[config.mk]
export PLATFORM = sky130hd
export DESIGN_NAME = eta_accum
export DESIGN_NICKNAME = d
export VERILOG_FILES = /design/src/rtl/eta_pkg.sv /design/src/rtl/eta_add.sv /design/src/rtl/eta_accum.sv
export SDC_FILE = /design/constraint.sdc
export NUM_CORES = 1
export LEC_CHECK = 0
export BUFFER_PORTS_ARGS = -buffer_cell sky130_fd_sc_hd__buf_2
export CAP_MARGIN = 25
export CELL_PAD_IN_SITES_DETAIL_PLACEMENT = 0
export CELL_PAD_IN_SITES_GLOBAL_PLACEMENT = 1
export CORE_MARGIN = 4
export CORE_UTILIZATION = 43
export DETAILED_ROUTE_END_ITERATION = 8
export PLACE_DENSITY_LB_ADDON = 0.1
export SYNTH_ARGS = -nofsm -noshare
export SYNTH_HDL_FRONTEND = slang
export SYNTH_HIERARCHICAL = 1
export SYNTH_SLANG_ARGS = --single-unit
export TNS_END_PERCENT = 30
[constraint.sdc]
create_clock -name clk -period 9.1 [get_ports clk]
set_input_delay 0.455 -clock clk [delete_from_list [all_inputs] [get_ports clk]]
set_output_delay 0.455 -clock clk [all_outputs]
set_load 0.02 [all_outputs]
[src/rtl/eta_pkg.sv]
// Shared types and helpers for the runtime-border ETA-I accumulator:
// FSM state encoding, border-select width and the saturation rule.
package eta_pkg;

  typedef enum logic [1:0] {
    IDLE  = 2'd0,
    ACCUM = 2'd1,
    HOLD  = 2'd2
  } state_t;

  function automatic int border_width(input int max_border);
    return $clog2(max_border + 1);
  endfunction

  // Carry out of the accurate region pins the result to all ones of 'width' bits.
  function automatic logic [63:0] saturate(input logic [63:0] sum, input logic cout,
                                           input int width);
    return cout ? ((64'd1 << width) - 64'd1) : sum;
  endfunction

endpackage

[src/rtl/eta_add.sv]
// Combinational ETA-I adder with a run-time border: OR-with-forced-ones below
// the border, exact add (carry-in 0) at and above it. border=0 is a plain add.
module eta_add
  import eta_pkg::*;
#(
  parameter int ACCWIDTH   = 16,
  parameter int MAX_BORDER = 4,
  localparam int BW        = border_width(MAX_BORDER)
) (
  input  logic [ACCWIDTH-1:0] a,
  input  logic [ACCWIDTH-1:0] b,
  input  logic [BW-1:0]       border,
  output logic [ACCWIDTH-1:0] sum,
  output logic                cout
);

  localparam logic [ACCWIDTH-1:0] ONE = ACCWIDTH'(1);

  logic [ACCWIDTH-1:0]   low_mask;
  logic [ACCWIDTH:0]     hi_sum;
  logic [MAX_BORDER-1:0] gen;
  logic [MAX_BORDER-1:0] forced;
  logic [MAX_BORDER-1:0] low_bits;

  assign low_mask = (ONE << border) - ONE;
  assign gen      = a[MAX_BORDER-1:0] & b[MAX_BORDER-1:0] & low_mask[MAX_BORDER-1:0];

  // Masked operands have zero low bits, so no carry ever crosses the border.
  assign hi_sum = {1'b0, a & ~low_mask} + {1'b0, b & ~low_mask};

  // A bit is forced high if it or any higher approximate bit generates.
  generate
    for (genvar gi = 0; gi < MAX_BORDER; gi++) begin : g_approx
      assign forced[gi]   = |gen[MAX_BORDER-1:gi];
      assign low_bits[gi] = forced[gi] | a[gi] | b[gi];
    end
  endgenerate

  assign sum  = (hi_sum[ACCWIDTH-1:0] & ~low_mask)
              | ({{(ACCWIDTH-MAX_BORDER){1'b0}}, low_bits} & low_mask);
  assign cout = hi_sum[ACCWIDTH];

endmodule

[src/rtl/eta_accum.sv]
// Windowed saturating accumulator built on the runtime-border ETA-I adder.
// Define ETA_ACCUM_ERRMON_EN to add an exact shadow accumulator driving err_o.
module eta_accum
  import eta_pkg::*;
#(
  parameter int BITWIDTH   = 8,
  parameter int ACCWIDTH   = 16,
  parameter int MAX_BORDER = 4,
  localparam int BW        = border_width(MAX_BORDER)
) (
  input  logic                clk,
  input  logic                rst,
  input  logic [BW-1:0]       border_i,
  input  logic                in_valid,
  output logic                in_ready,
  input  logic [BITWIDTH-1:0] in_data,
  input  logic                in_last,
  output logic                out_valid,
  input  logic                out_ready,
  output logic [ACCWIDTH-1:0] out_sum,
  output logic                out_ovf,
  output logic [ACCWIDTH:0]   err_o
);

  localparam logic [BW-1:0] MAX_B = BW'(MAX_BORDER);

  state_t              state_q, state_d;
  logic [ACCWIDTH-1:0] acc_q, acc_d;
  logic                ovf_q, ovf_d;
  logic [BW-1:0]       border_q, border_d;

  logic [ACCWIDTH-1:0] data_ext;
  logic [ACCWIDTH-1:0] add_sum;
  logic                add_cout;
  logic                beat;

  assign data_ext = {{(ACCWIDTH-BITWIDTH){1'b0}}, in_data};
  assign in_ready = (state_q != HOLD);
  assign beat     = in_valid && in_ready;

  eta_add #(
    .ACCWIDTH  (ACCWIDTH),
    .MAX_BORDER(MAX_BORDER)
  ) u_add (
    .a     (acc_q),
    .b     (data_ext),
    .border(border_q),
    .sum   (add_sum),
    .cout  (add_cout)
  );

  always_comb begin
    state_d  = state_q;
    acc_d    = acc_q;
    ovf_d    = ovf_q;
    border_d = border_q;
    case (state_q)
      IDLE: begin
        if (beat) begin
          border_d = (border_i > MAX_B) ? MAX_B : border_i;
          acc_d    = data_ext;
          ovf_d    = 1'b0;
          state_d  = in_last ? HOLD : ACCUM;
        end
      end
      ACCUM: begin
        if (beat) begin
          acc_d = ACCWIDTH'(saturate(64'(add_sum), add_cout, ACCWIDTH));
          ovf_d = ovf_q | add_cout;
          if (in_last) state_d = HOLD;
        end
      end
      HOLD: begin
        if (out_ready) state_d = IDLE;
      end
      default: state_d = IDLE;
    endcase
  end

  always_ff @(posedge clk) begin
    if (rst) begin
      state_q  <= IDLE;
      acc_q    <= '0;
      ovf_q    <= 1'b0;
      border_q <= '0;
    end else begin
      state_q  <= state_d;
      acc_q    <= acc_d;
      ovf_q    <= ovf_d;
      border_q <= border_d;
    end
  end

  assign out_valid = (state_q == HOLD);
  assign out_sum   = acc_q;
  assign out_ovf   = ovf_q;

`ifdef ETA_ACCUM_ERRMON_EN
  logic [ACCWIDTH-1:0] shadow_q, shadow_d;
  logic [ACCWIDTH-1:0] shadow_sum;
  logic                shadow_cout;

  eta_add #(
    .ACCWIDTH  (ACCWIDTH),
    .MAX_BORDER(MAX_BORDER)
  ) u_shadow (
    .a     (shadow_q),
    .b     (data_ext),
    .border('0),
    .sum   (shadow_sum),
    .cout  (shadow_cout)
  );

  always_comb begin
    shadow_d = shadow_q;
    if (beat) begin
      if (state_q == IDLE) shadow_d = data_ext;
      else                 shadow_d = ACCWIDTH'(saturate(64'(shadow_sum), shadow_cout, ACCWIDTH));
    end
  end

  always_ff @(posedge clk) begin
    if (rst) shadow_q <= '0;
    else     shadow_q <= shadow_d;
  end

  assign err_o = {1'b0, shadow_q} - {1'b0, acc_q};
`else
  assign err_o = '0;
`endif

endmodule

# --- Yosys cells after proc, flatten, opt, wreduce, memory -nomap -nowiden ---
# Index checks and enable logic that the tools add are counted.
# Widths: inputs -> output; s select.
word_totals:
  reg_bits: 22
  inputBits: 16
  output_inout_bits: 36
  word_cells: 55
op_classes:
  add_sub_neg: 2
  order_cmp: 1
  eq_ne: 7
  shifts: 1
  muxes: 14
  bitwise_logic: 17
  reduce_logical: 9
ops:
  columns: ["cell", "count"]
  rows:
  - ["$mux 16", 3]
  - ["$and 16x16->16", 2]
  - ["$pmux 16 s2", 1]
  - ["$add 16x16->17", 1]
  - ["$and 4x16->16", 1]
  - ["$and 8x16->16", 1]
  - ["$not 16->16", 1]
  - ["$or 16x16->16", 1]
  - ["$shl 1x3->16 const A", 1]
  - ["$sub 16x1->16 const B", 1]
  - ["$mux 2", 5]
  - ["$or 1x1->1", 9]
  - ["$and 4x4->4", 2]
  - ["$ne 2x2->1 const B", 4]
  - ["$pmux 2 s3", 1]
  - ["$reduce_and 4->1", 1]
  - ["$reduce_or 4->1", 1]
  - ["$gt 3x3->1 const B", 1]
  - ["$mux 3", 1]
  - ["$reduce_and 3->1", 1]
  - ["$reduce_or 3->1", 1]
  - ["$eq 2x1->1 const B", 1]
  - ["$eq 2x2->1 const B", 1]
  - ["$logic_not 2->1", 1]
  - ["other kinds (7)", 8]

# --- Depth between registers and ports, before layout ---
logic_depth:
  word_depth: 11
  ltp_mapped: 19
  mapped_depth_nobuf: 17

# --- Modules after synthesis ---
# The synthesis kept the hierarchy.
modules_own_cells:
  columns: ["mod", "instances", "cells_each", "area_per_inst_um2", "seq_area_each_um2"]
  rows:
  - ["eta_accum", 1, 127, 1203.7, 440.4]
  - ["eta_add", 1, 159, 1098.6, 0.0]

# --- Least setup slack after synthesis ---
# No wires, ideal clock.
synth_path:
  path_kind: "register to register"
  startpoint: "register border_q[2]"
  endpoint: "register acc_q[1] (netlist: out_sum[1])"
  setup_ps: 139
  arrival_time_ps: 3431
  required_time_ps: 8961
  setup_slack_ps: 5530
  stages_incl_launch_ff: 20
  n_path_buf: 2
  period_less_slack_ps: 3570
  cell_sequence: "dfxtp_1 > clkbuf_1 > nor3_1 > inv_1 > ha_1 > nor3_1 > a21oi_1 > o21a_1 > and2_1 > ha_1 > a21o_1 > a21oi_1 > a21oi_1 > or2_1 > nor2_1 > o21ai_0 > buf_4 > nand2b_1 > o221ai_2 > a21oi_2"
synth_between:
  word_cells_on_any_way: 16
  classes_between: "2 x add/sub; 1 x shift; 3 x mux; 9 x bitwise; 1 x reduce/logical"
synth_rtl:
  columns: ["item", "line_no", "text"]
  rows:
  - ["start, declared", "eta_accum.sv:30", "logic [BW-1:0] border_q, border_d;"]
  - ["start signal, assigned", "eta_accum.sv:90", "border_q <= border_d;"]
  - ["$shl 1x3->16 *", "eta_add.sv:25", "assign low_mask = (ONE << border) - ONE;"]
  - ["$sub 16x1->16 *", "eta_add.sv:25", null]
  - ["$not 16->16 *", "eta_add.sv:29", "assign hi_sum = {1'b0, a & ~low_mask} + {1'b0, b & ~low_mask};"]
  - ["$and 16x16->16 / $and 8x16->16 (equally long branches)", "eta_add.sv:29", null]
  - ["$add 16x16->17 *", "eta_add.sv:29", null]
  - ["via add_cout", "eta_accum.sv:34", "logic add_cout;"]
  - ["$mux 16 *", "eta_pkg.sv:18", "return cout ? ((64'd1 << width) - 64'd1) : sum;"]
  - ["$mux 16 *", "eta_accum.sv:67", "if (beat) begin"]
  - ["$pmux 16 s2 *", "eta_accum.sv:57", "case (state_q)"]
  - ["end signal, assigned", "eta_accum.sv:83", "acc_q <= '0;"]
  - ["end signal, assigned", "eta_accum.sv:88", "acc_q <= acc_d;"]
  - ["end, declared", "eta_accum.sv:28", "logic [ACCWIDTH-1:0] acc_q, acc_d;"]
# Mark *: on every way through the listed nets, which the timed path passes. The rest lies on a longest branch. The select of a mux whose other input is x is not followed.
# A chain may end at the register's enable or synchronous reset.

# --- Final worst setup path ---
layout_path:
  startpoint: "register border_q[2]"
  endpoint: "register acc_q[6] (netlist: out_sum[6])"
# Same word-level chain as after synthesis.

==> metrics.cfg <==
[outcome]
status = finished, final reports clean

[setup_path]
cp_data_required_time_ns = 9.24
critical-path-top-delay-family = simple AND/OR/NAND/NOR gates
cp.buffers_inverters = 1
timing.critical_path.slowest_stage_cell = sky130_fd_sc_hd__dfxtp_1
cpPeakStageDelay_ns = 0.45
cp_cell_sequence = nor3_1 -> inv_1 -> ha_1 -> nor3_1 -> a21oi_1 -> o21a_1 -> and2_1 -> ha_1 -> a21o_1 -> a21oi_1 -> a21oi_1 -> or2_1 -> nor2_1 -> o21ai_0 -> nand4bb_1 -> nor2_1 -> nor4_2
critPathLaunchType = flop
worst-r2r-setup-slack_ns = 5.09
crit_path_max_fanout = 14
critPathCaptureType = flop
crit_arrival_ns = 4.15
timing.reg2reg.worst_path_depth = 17
r2r_start = border_q[2]
setup.worst_path.class = reg -> reg
worst_r2r_endpoint = out_sum[6]
critical_path.most_common_cell = sky130_fd_sc_hd__a21oi_1
critical_path_cell_count = 17

[route]
routed_wire_length_per_instance_um = 14.0
dr_total_vias = 2050
drtPass1Iterations = 4
final_antenna_net_count = 0
drt_iter0_markers = 92
mean_number_of_vias_per_cell = 5.27
drt_wl_total_mm = 5.43
detail_route.drc_violations = 0

[cts]
max-clock-path-buffers = 2
clockRootBuffer = sky130_fd_sc_hd__clkbuf_8
cts_tree = yes
worst_skew_pair.late_latency_ns = 0.28
cts_clk_pin_slew_worst_paths_ns = 0.10
cts_buffers = 3
hold_bufs_at_cts = 0
cts.sinks = 22
cts_resized = 0
post-cts-setup-buffers = 0
htreeDepth = 1

[finish]
fillerInstances = 559
antenna-diode-count = 0
final_layout_size_suffix_gt1_share_pct = 21.9
multi_input_comb_area_um2 = 1690
final_cell_mix = 34 x sky130_fd_sc_hd__buf_2, 26 x sky130_fd_sc_hd__nor2_1, 25 x sky130_fd_sc_hd__conb_1
fin_nets = 355
area_growth_pct = 8.80
post-route-cell-area_um2 = 2500
register_area_um2 = 440
utilization_pct = 48.7
fin_cells = 389
layout_commonest_cell = sky130_fd_sc_hd__buf_2

[placed_design]
placed_area_um2 = 2430
place_ws_ns = 5.11
port_buf_inserts = 34
placedCellCount = 385
detailedPlacementHpwl_mm = 4.06
finalWeightedCongestion = 0.770

[global_routing]
number_of_global_route_vias_before_repair = 1838
grt.busiest_layer = met2
wire_length_of_the_first_global_routing_pass_mm = 8.90
total_grt_overflow = 0
grt_max_degree = 23
grt_use_total_pct = 17.0
number_of_antenna_violations_at_the_first_check_in_global_routing = 0
gr-usage-met2_pct = 26.4
grt_util_met3_pct = 1.88
global_route_met1_usage_pct = 25.2

[sta]
setup-violations-final = 0
fin_skew_ns = 0.00965
postLayoutSetupSlackWorst_ns = 5.09
fmax_ghz = 0.249
timing.hold.ws_ns = 0.364
grt_setup_unrepaired = false
report.final.hold_viol_count = 0
finalWorstPathRequiredPeriod_ns = 4.01
relSlewSlack_pct = 32.6
timing.final.crit_share_pct = 44.1
pins_over_their_slew_limit = 0
worst_pin_slew_ns = 1.01
total_negative_slack_ns = 0

[power_and_ir_drop]
power_frac_clock_pct = 29.9
switching_share_pct = 36.3
switchingPower_uw = 120
vdd.ir_drop.worst_v = 0.0000694
power_frac_comb_pct = 36.9
power_per_cell_area_nw_per_um2 = 132
design_power_total_uw = 330
power_leakage_nw = 1.13
cell_internal_pwr_uw = 210
power.sequential.fraction_pct = 33.3

[logic_synthesis]
synth_top_area_share_pct = 19.1
synthXorXnorAreaFrac_pct = 4.18
ys_ff_latch = 22
post_synth_main_area_contributors = sky130_fd_sc_hd__dfxtp_1 19%, sky130_fd_sc_hd__ha_1 9.8%, sky130_fd_sc_hd__buf_4 6.2%
asyncSetResetFlopFracSynth_pct = 0
number_of_different_library_cells_in_the_post_synthesis_netlist = 56
number_of_synthesized_flops_with_an_enable_pin = 0
synth_sequential_area_ratio_pct = 19.1
netlist_instances = 286
dominant_combinational_cell_family_by_area_after_synthesis = simple AND/OR/NAND/NOR gates
number_of_warnings_reported_in_the_yosys_synthesis_log = 6
yosys.area_share.simple_pct = 27.9
synthDominantAreaCellType = sky130_fd_sc_hd__dfxtp_1
ys.flop_type = sky130_fd_sc_hd__dfxtp_1
synthMuxAreaShare_pct = 0
compound_gate_fraction_of_synth_area_pct = 26.6
synth_adder_area_share_pct = 10.7
synth.avg_cell_area_um2 = 8.05
post_syn_area_um2 = 2300

[worst_hold_path]
hold_start = in_last
min_delay_worst_endpoint = state_q[0]
hold_class = in -> reg
hold_critical_path_depth = 2

[floorplanning]
core_um2 = 5140
rows = 26
io_pins = 52
design.die.area_um2 = 6590
die_height_um = 81.2
floorplan.initialDensity_pct = 44.8
chip_width_um = 81.2

[job]
max_cap_violations = 0

## synth_stat cells (all sizes together) (2+ instances only)
cell and count:
nand3 3, nand4 3, o21a 7, nor2 27, clkbuf 5, a31oi 3, nor3b 2, a211oi 2
dfxtp 22, nor4 9, nand2 17, a21oi 29, and3 2, xor2 3, ha 18, and2 14
o211ai 10, a21boi 2, inv 6, a21o 8, nor3 16, nand3b 2, nor2b 7, o21ai 12
nand2b 7, buf 26, xnor2 8
## state kept, by name (all words and copies together), names as in the netlist
name,cells
out_sum,16
state_q,2
border_q,3
out_ovf,1
## per-layer routing
layer | vias up | share of wire [%]
met1 | 935 | 50
met4 | 0 | 0.44
li1 | 1057 | -
met3 | 2 | 5.5
met2 | 56 | 44
met5 | - | 0
## power groups by stage
stage / logic [mW] / registers [mW] / clock network (mW)
after global placement: 0.119 / 0.114 / 0
final: 0.122 / 0.110 / 0.0985
after global routing: 0.136 / 0.111 / 0.106
after floorplan: 0.102 / 0.114 / 0
after detailed placement: 0.121 / 0.112 / 0
after CTS: 0.122 / 0.110 / 0.102
## final cells by class
| class | instances | share of cell area (%) |
|---|---|---|
| clock buffers | 3 | 1.65 |
| clock inverters | 1 | 1.20 |
| inverters | 6 | 0.899 |
| multi-input cells | 251 | 67.5 |
| flip-flops and latches | 22 | 17.6 |
| well taps | 70 | 3.50 |
| repair buffers | 36 | 7.69 |
## worst max-delay path by stage
stage               slack (ns)        start          to
finish                    5.09  border_q[2]  out_sum[6]
floorplan                 5.53  border_q[2]  out_sum[1]
CTS                       5.07  border_q[2]  out_sum[3]
global placement          5.16  border_q[2]  out_sum[6]
detailed placement        5.11  border_q[2]  out_sum[0]
global route              4.60  border_q[2]  out_sum[4]
## cells by family (layout without fill, tap and decap cells)
logic type	count (synthesis)	after routing
and+or+nand+nor	114	114
buffers and inverters	37	46
xor gates and xnor gates	11	11
AOI/OAI and AO/OA	82	82
other	1	25
DFF	22	22
adders and majority gates	19	19
(Power assumes the default switching activity.)
